--- config.mk ---
export PLATFORM = sky130hd
export DESIGN_NAME = hfosc_pwr_ctrl
export DESIGN_NICKNAME = d
export VERILOG_FILES = /design/src/rtl/hfosc_pwr_ctrl.sv
export SDC_FILE = /design/constraint.sdc
export NUM_CORES = 1
export LEC_CHECK = 0
export CORE_ASPECT_RATIO = 0.75
export CORE_UTILIZATION = 47
export CTS_CLUSTER_SIZE = 10
export DETAILED_ROUTE_END_ITERATION = 10
export MAX_ROUTING_LAYER = met4
export PLACE_DENSITY = 0.73
export SYNTH_ARGS = -nofsm -noshare
export SYNTH_HDL_FRONTEND = slang
export SYNTH_SLANG_ARGS = --single-unit
--- constraint.sdc ---
create_clock -name clk -period 1.9 [get_ports clk]
set_input_delay 0.38 -clock clk [delete_from_list [all_inputs] [get_ports clk]]
set_output_delay 0.38 -clock clk [all_outputs]
set_load 0.02 [all_outputs]
--- src/rtl/hfosc_pwr_ctrl.sv ---
// Power sequencer and request arbiter for the iCE40UP HFOSC wrapper; optional idle power-down under HFOSC_PWR_CTRL_IDLE_OFF_EN.
// Latency: cold start grants after PWRUP_CYCLES edges; when warm, ack follows req by one edge.
// Backpressure: none; ack is held low while the oscillator output is disabled, and all requesters are granted together.
module hfosc_pwr_ctrl #(
   parameter int NREQ         = 4,
   parameter int PWRUP_CYCLES = 1200,
   parameter int IDLE_CYCLES  = 4800
) (
   input  logic            clk,
   input  logic            rst,
   input  logic [NREQ-1:0] req,
   output logic [NREQ-1:0] ack,
   output logic            osc_pu,
   output logic            osc_en,
   output logic            clk_ready,
   output logic            busy
);

   localparam int MAXC = (PWRUP_CYCLES > IDLE_CYCLES) ? PWRUP_CYCLES : IDLE_CYCLES;
   localparam int CW   = $clog2(MAXC + 1);
   localparam logic [CW-1:0] PWRUP_LD = CW'(PWRUP_CYCLES - 1);
`ifdef HFOSC_PWR_CTRL_IDLE_OFF_EN
   localparam logic [CW-1:0] IDLE_LD  = CW'(IDLE_CYCLES - 1);
`endif

   localparam logic [2:0] ST_OFF   = 3'd0;
   localparam logic [2:0] ST_PWRUP = 3'd1;
   localparam logic [2:0] ST_ON    = 3'd2;
   localparam logic [2:0] ST_IDLE  = 3'd3;
   localparam logic [2:0] ST_DRAIN = 3'd4;

   logic [2:0]      state, state_nxt;
   logic [CW-1:0]   cnt, cnt_nxt;
   logic            any_req;
   logic            grant_nxt;

   assign any_req = |req;

   // Next-state and counter: PWRUP always completes; IDLE returns to ON on any request.
   always_comb begin
      state_nxt = state;
      cnt_nxt   = cnt;
      case (state)
         ST_OFF: begin
            if (any_req) begin
               state_nxt = ST_PWRUP;
               cnt_nxt   = PWRUP_LD;
            end
         end
         ST_PWRUP: begin
            if (cnt == '0) state_nxt = ST_ON;
            else           cnt_nxt   = cnt - CW'(1);
         end
         ST_ON: begin
            if (!any_req) begin
               state_nxt = ST_IDLE;
`ifdef HFOSC_PWR_CTRL_IDLE_OFF_EN
               cnt_nxt   = IDLE_LD;
`endif
            end
         end
         ST_IDLE: begin
            if (any_req) state_nxt = ST_ON;
`ifdef HFOSC_PWR_CTRL_IDLE_OFF_EN
            else if (cnt == '0) state_nxt = ST_DRAIN;
            else                cnt_nxt   = cnt - CW'(1);
`endif
         end
         // DRAIN exists so en falls one cycle ahead of pu.
         ST_DRAIN: state_nxt = ST_OFF;
         default:  state_nxt = ST_OFF;
      endcase
   end

   assign grant_nxt = (state_nxt == ST_ON) || (state_nxt == ST_IDLE);

   // State, counter and registered grants.
   always_ff @(posedge clk) begin
      if (rst) begin
         state <= ST_OFF;
         cnt   <= '0;
         ack   <= '0;
      end else begin
         state <= state_nxt;
         cnt   <= cnt_nxt;
         ack   <= req & {NREQ{grant_nxt}};
      end
   end

   // Oscillator controls are decoded straight from the state register.
   always_comb begin
      osc_pu    = (state == ST_PWRUP) || (state == ST_ON) ||
                  (state == ST_IDLE)  || (state == ST_DRAIN);
      osc_en    = (state == ST_ON) || (state == ST_IDLE);
      clk_ready = osc_en;
      busy      = osc_pu;
   end

endmodule

==> flow_metrics.env <==
export IMPL_route_antenna_remaining_nets=0
export IMPL_cts_hold_buffers=0
export IMPL_maximum_clock_skew_at_final_layout_ns=0.008259
export IMPL_clk_pin_slew_worst_paths_ns=0.11
export IMPL_synthesis_area_sq_um=1027
export IMPL_syn_area_per_cell_sq_um=9.511
export IMPL_period_minus_slack_ns=1.909
export IMPL_placedInstanceArea_sq_um=1391
export IMPL_design_die_area_sq_um=2378
export IMPL_netlist_top_cells_count="dfxtp_1, nand2_1, nor3_1, and2_1"
export IMPL_criticalPathCategory="flop to flop"
export IMPL_status="complete, but fails checks"
export IMPL_timing_final_setup_violations=2
export IMPL_leading_post_synthesis_cells_by_cell_area="dfxtp_1, mux2i_1, a2111oi_0, nand2_1, and2_1"
export IMPL_final_min_period_over_clock_period=1.005
export IMPL_cts_tree="done"
export IMPL_grt_pass1_vias=953
export IMPL_clkLatencyLatePin_ns=0.31
export IMPL_timing_fmax_mhz=523.9
export IMPL_yosysWarnings=0
export IMPL_worst_slew_margin_rel=0.6727
export IMPL_grt_setup_unrepaired="true"
export IMPL_clkSinkCount=20
export IMPL_synthesis_instances=108
export IMPL_synth_main_ff_cell="dfxtp_1"
export IMPL_antenna_cells_inserted=0
export IMPL_initial_standard_cell_utilization_of_the_core=0.5055
export IMPL_gr_total_overflow=0
export IMPL_yosys_cell_count_top_type="dfxtp_1"
export IMPL_fin_total_pwr_w=0.0009324
export IMPL_cts_made_buffers=3
export IMPL_post_place_ws_ns=-0.2460
export IMPL_htreeDepth=1
export IMPL_vdd_ir_drop_worst_mv=0.6041
export IMPL_min_path_cells=2
export IMPL_crit_required_ns=2.10
export IMPL_max_cap_violations=0
export IMPL_die_h_um=42.49
export IMPL_synth_lib_cells_used_distinct=40
export IMPL_layout_core_utilization=0.7266
export IMPL_power_density_cell_area_nw_per_um2=631.5
export IMPL_arrival_ns=2.11
export IMPL_flop_and_latch_count_out_of_synthesis=20
export IMPL_final_hold_worst_slack_ns=0.5102
export IMPL_routed_wirelength_mm=2.894
export IMPL_timing_max_transition_violations_final=0
export IMPL_setup_worst_path_start_class="flop"
export IMPL_final_net_count=159
export IMPL_violations="negative setup slack"
export IMPL_synth_sequential_area_ratio=0.3898
export IMPL_synth_async_sr_flop_share=0
export IMPL_grt_first_pass_wirelength_mm=4.554
export IMPL_postSynthNetCount=116
export IMPL_antenna_violations_before_repair=0
export IMPL_power_leakage_nw=0.5760
export IMPL_stdcell_area_sq_um=1476
export IMPL_critical_path_slowest_cell="or4b_4"
export IMPL_core_rowCount=14
export IMPL_multi_input_comb_area_sq_um=636.9
export IMPL_detailedRoute_firstPassIterationCount=4
export IMPL_worst_path_max_fanout=5
export IMPL_detail_route_wl_per_cell_um=16.73
export IMPL_drt_drc_violations_left=0
export IMPL_place_congestion=0.8919
export IMPL_critical_path_top_delay_family="simple AND/OR/NAND/NOR gates"
export IMPL_post_synth_top_area_cell="dfxtp_1"
export IMPL_final_setup_worst_slack_ns=-0.008672
export IMPL_synth_edff_count=0
export IMPL_count_of_cells_along_the_worst_register_to_register_path=8
export IMPL_critical_path_most_common_cell="buf_6"
export IMPL_max_stage_delay_ns=0.48
export IMPL_io_pins=14
export IMPL_dr_total_vias=1044
export IMPL_groute_usage_overall=0.2658
export IMPL_drt_first_iter_violations=61
export IMPL_path_cells="inv_2 -> ha_4 -> or4b_4 -> o31ai_4 -> buf_6 -> buf_6 -> a2111o_1 -> nand2_1"
export IMPL_post_dp_hpwl_mm=2.096
export IMPL_crit_cells=8
export IMPL_ctsLongestPathBuffers=2
export IMPL_min_delay_path_class="flop to flop"
export IMPL_timing_critical_path_to_type="flop"
export IMPL_tightestPinTransition_ns=0.4786
export IMPL_die_width_um=55.98
export IMPL_floorplan_core_area_sq_um=2032
export IMPL_cts_root_buf="clkbuf_4"
export IMPL_post_drt_via_cell_ratio=6.035
export IMPL_critical_path_buf_inv_count=3
export IMPL_filler_cell_count=149
export IMPL_post_synth_top_area_fraction=0.3898
export IMPL_areaGrowthSynthToFinish_pct=43.73
export IMPL_hold_violations=0
export IMPL_grt_max_degree=11
export IMPL_sequential_cell_area_sq_um=405.4
export IMPL_drive_gt1_frac=0.3490
export IMPL_port_buffer_count=13
-- per-layer routing --
metal	up-vias	global-route usage	share of wire
met2	39	0.3905	0.44
met5	-	-	0
met4	0	0.07317	0.014
met1	494	0.3582	0.47
met3	4	0.07716	0.072
li1	507	-	-
-- cells in the final DEF, fill, tap and decap left out, types with 3 or more instances in the layout --
cell type         n
buf_4            27
dfxtp_1          16
nand2_1           9
clkdlybuf4s50_1   9
nor3_1            6
and2_1            5
nand2b_1          4
mux2i_1           4
dfxtp_2           4
dlygate4sd2_1     4
nor4_1            3
or4_1             3
a311oi_1          3
a211oi_1          3
a31oi_1           3
clkbuf_4          3
-- cell families (layout without fill, tap and decap cells) --
family          count (synthesis)  after routing  synth area share
compound gates                 27             27            0.2217
xor+xnor                        1              1          0.008528
fa+ha+maj                       2              2           0.02436
buf+inv                         8             49           0.04385
flops                          20             20            0.3898
mux                             4              4           0.03898
other cells                     1              1          0.003651
simple gates                   45             45            0.2692
-- metrics by stage --
stage / TNS (ns) / instances
6_report: -0.01700 / 173
5_1_grt: -0.3960 / 173
4_1_cts: 0 / 173
3_5_place_dp: -2.534 / 170
3_3_place_gp: -2.017 / 170
2_1_floorplan: 0 / 108
-- area by class of cell --
class,instances,share of cell area
multi-input cells,80,0.4314
well taps,24,0.02034
repair buffers,43,0.2508
flip-flops and latches,20,0.2746
clock buffers,3,0.01525
inverters,3,0.007627
-- worst paths after layout --
kind / from / endpoint / slack (ns)
max: cnt[1] / cnt[11] / -0.009
min: cnt[12] / cnt[12] / 0.51
max reg2reg: cnt[1] / cnt[11] / -0.009
min reg2reg: cnt[12] / cnt[12] / 0.51
-- what timing repair did --
item,in CTS,in global routing
pin swaps,0,5
setup buffers,0,1
gates resized for setup,10,15
endpoints found under the setup margin,11,16
-- flip-flops by register name, summed over array words and instances (netlist names) --
name	flops
cnt	13
ack	4
state	3
-- worst register-to-register path, delay by kind of cell, from the launching register on --
family,cells,cell delay (ns)
fa+ha+maj,1,0.14
flops,1,0.34
simple gates,2,0.54
compound gates,2,0.45
buf+inv,3,0.34
-- where the power goes --
part           internal (W)  leakage, nW  switching [W]
clock             0.0000741       0.0138       0.000128
sequential         0.000441        0.165      0.0000211
combinational      0.000136        0.397       0.000132
total              0.000651        0.576       0.000282
(Power assumes the default switching activity.)
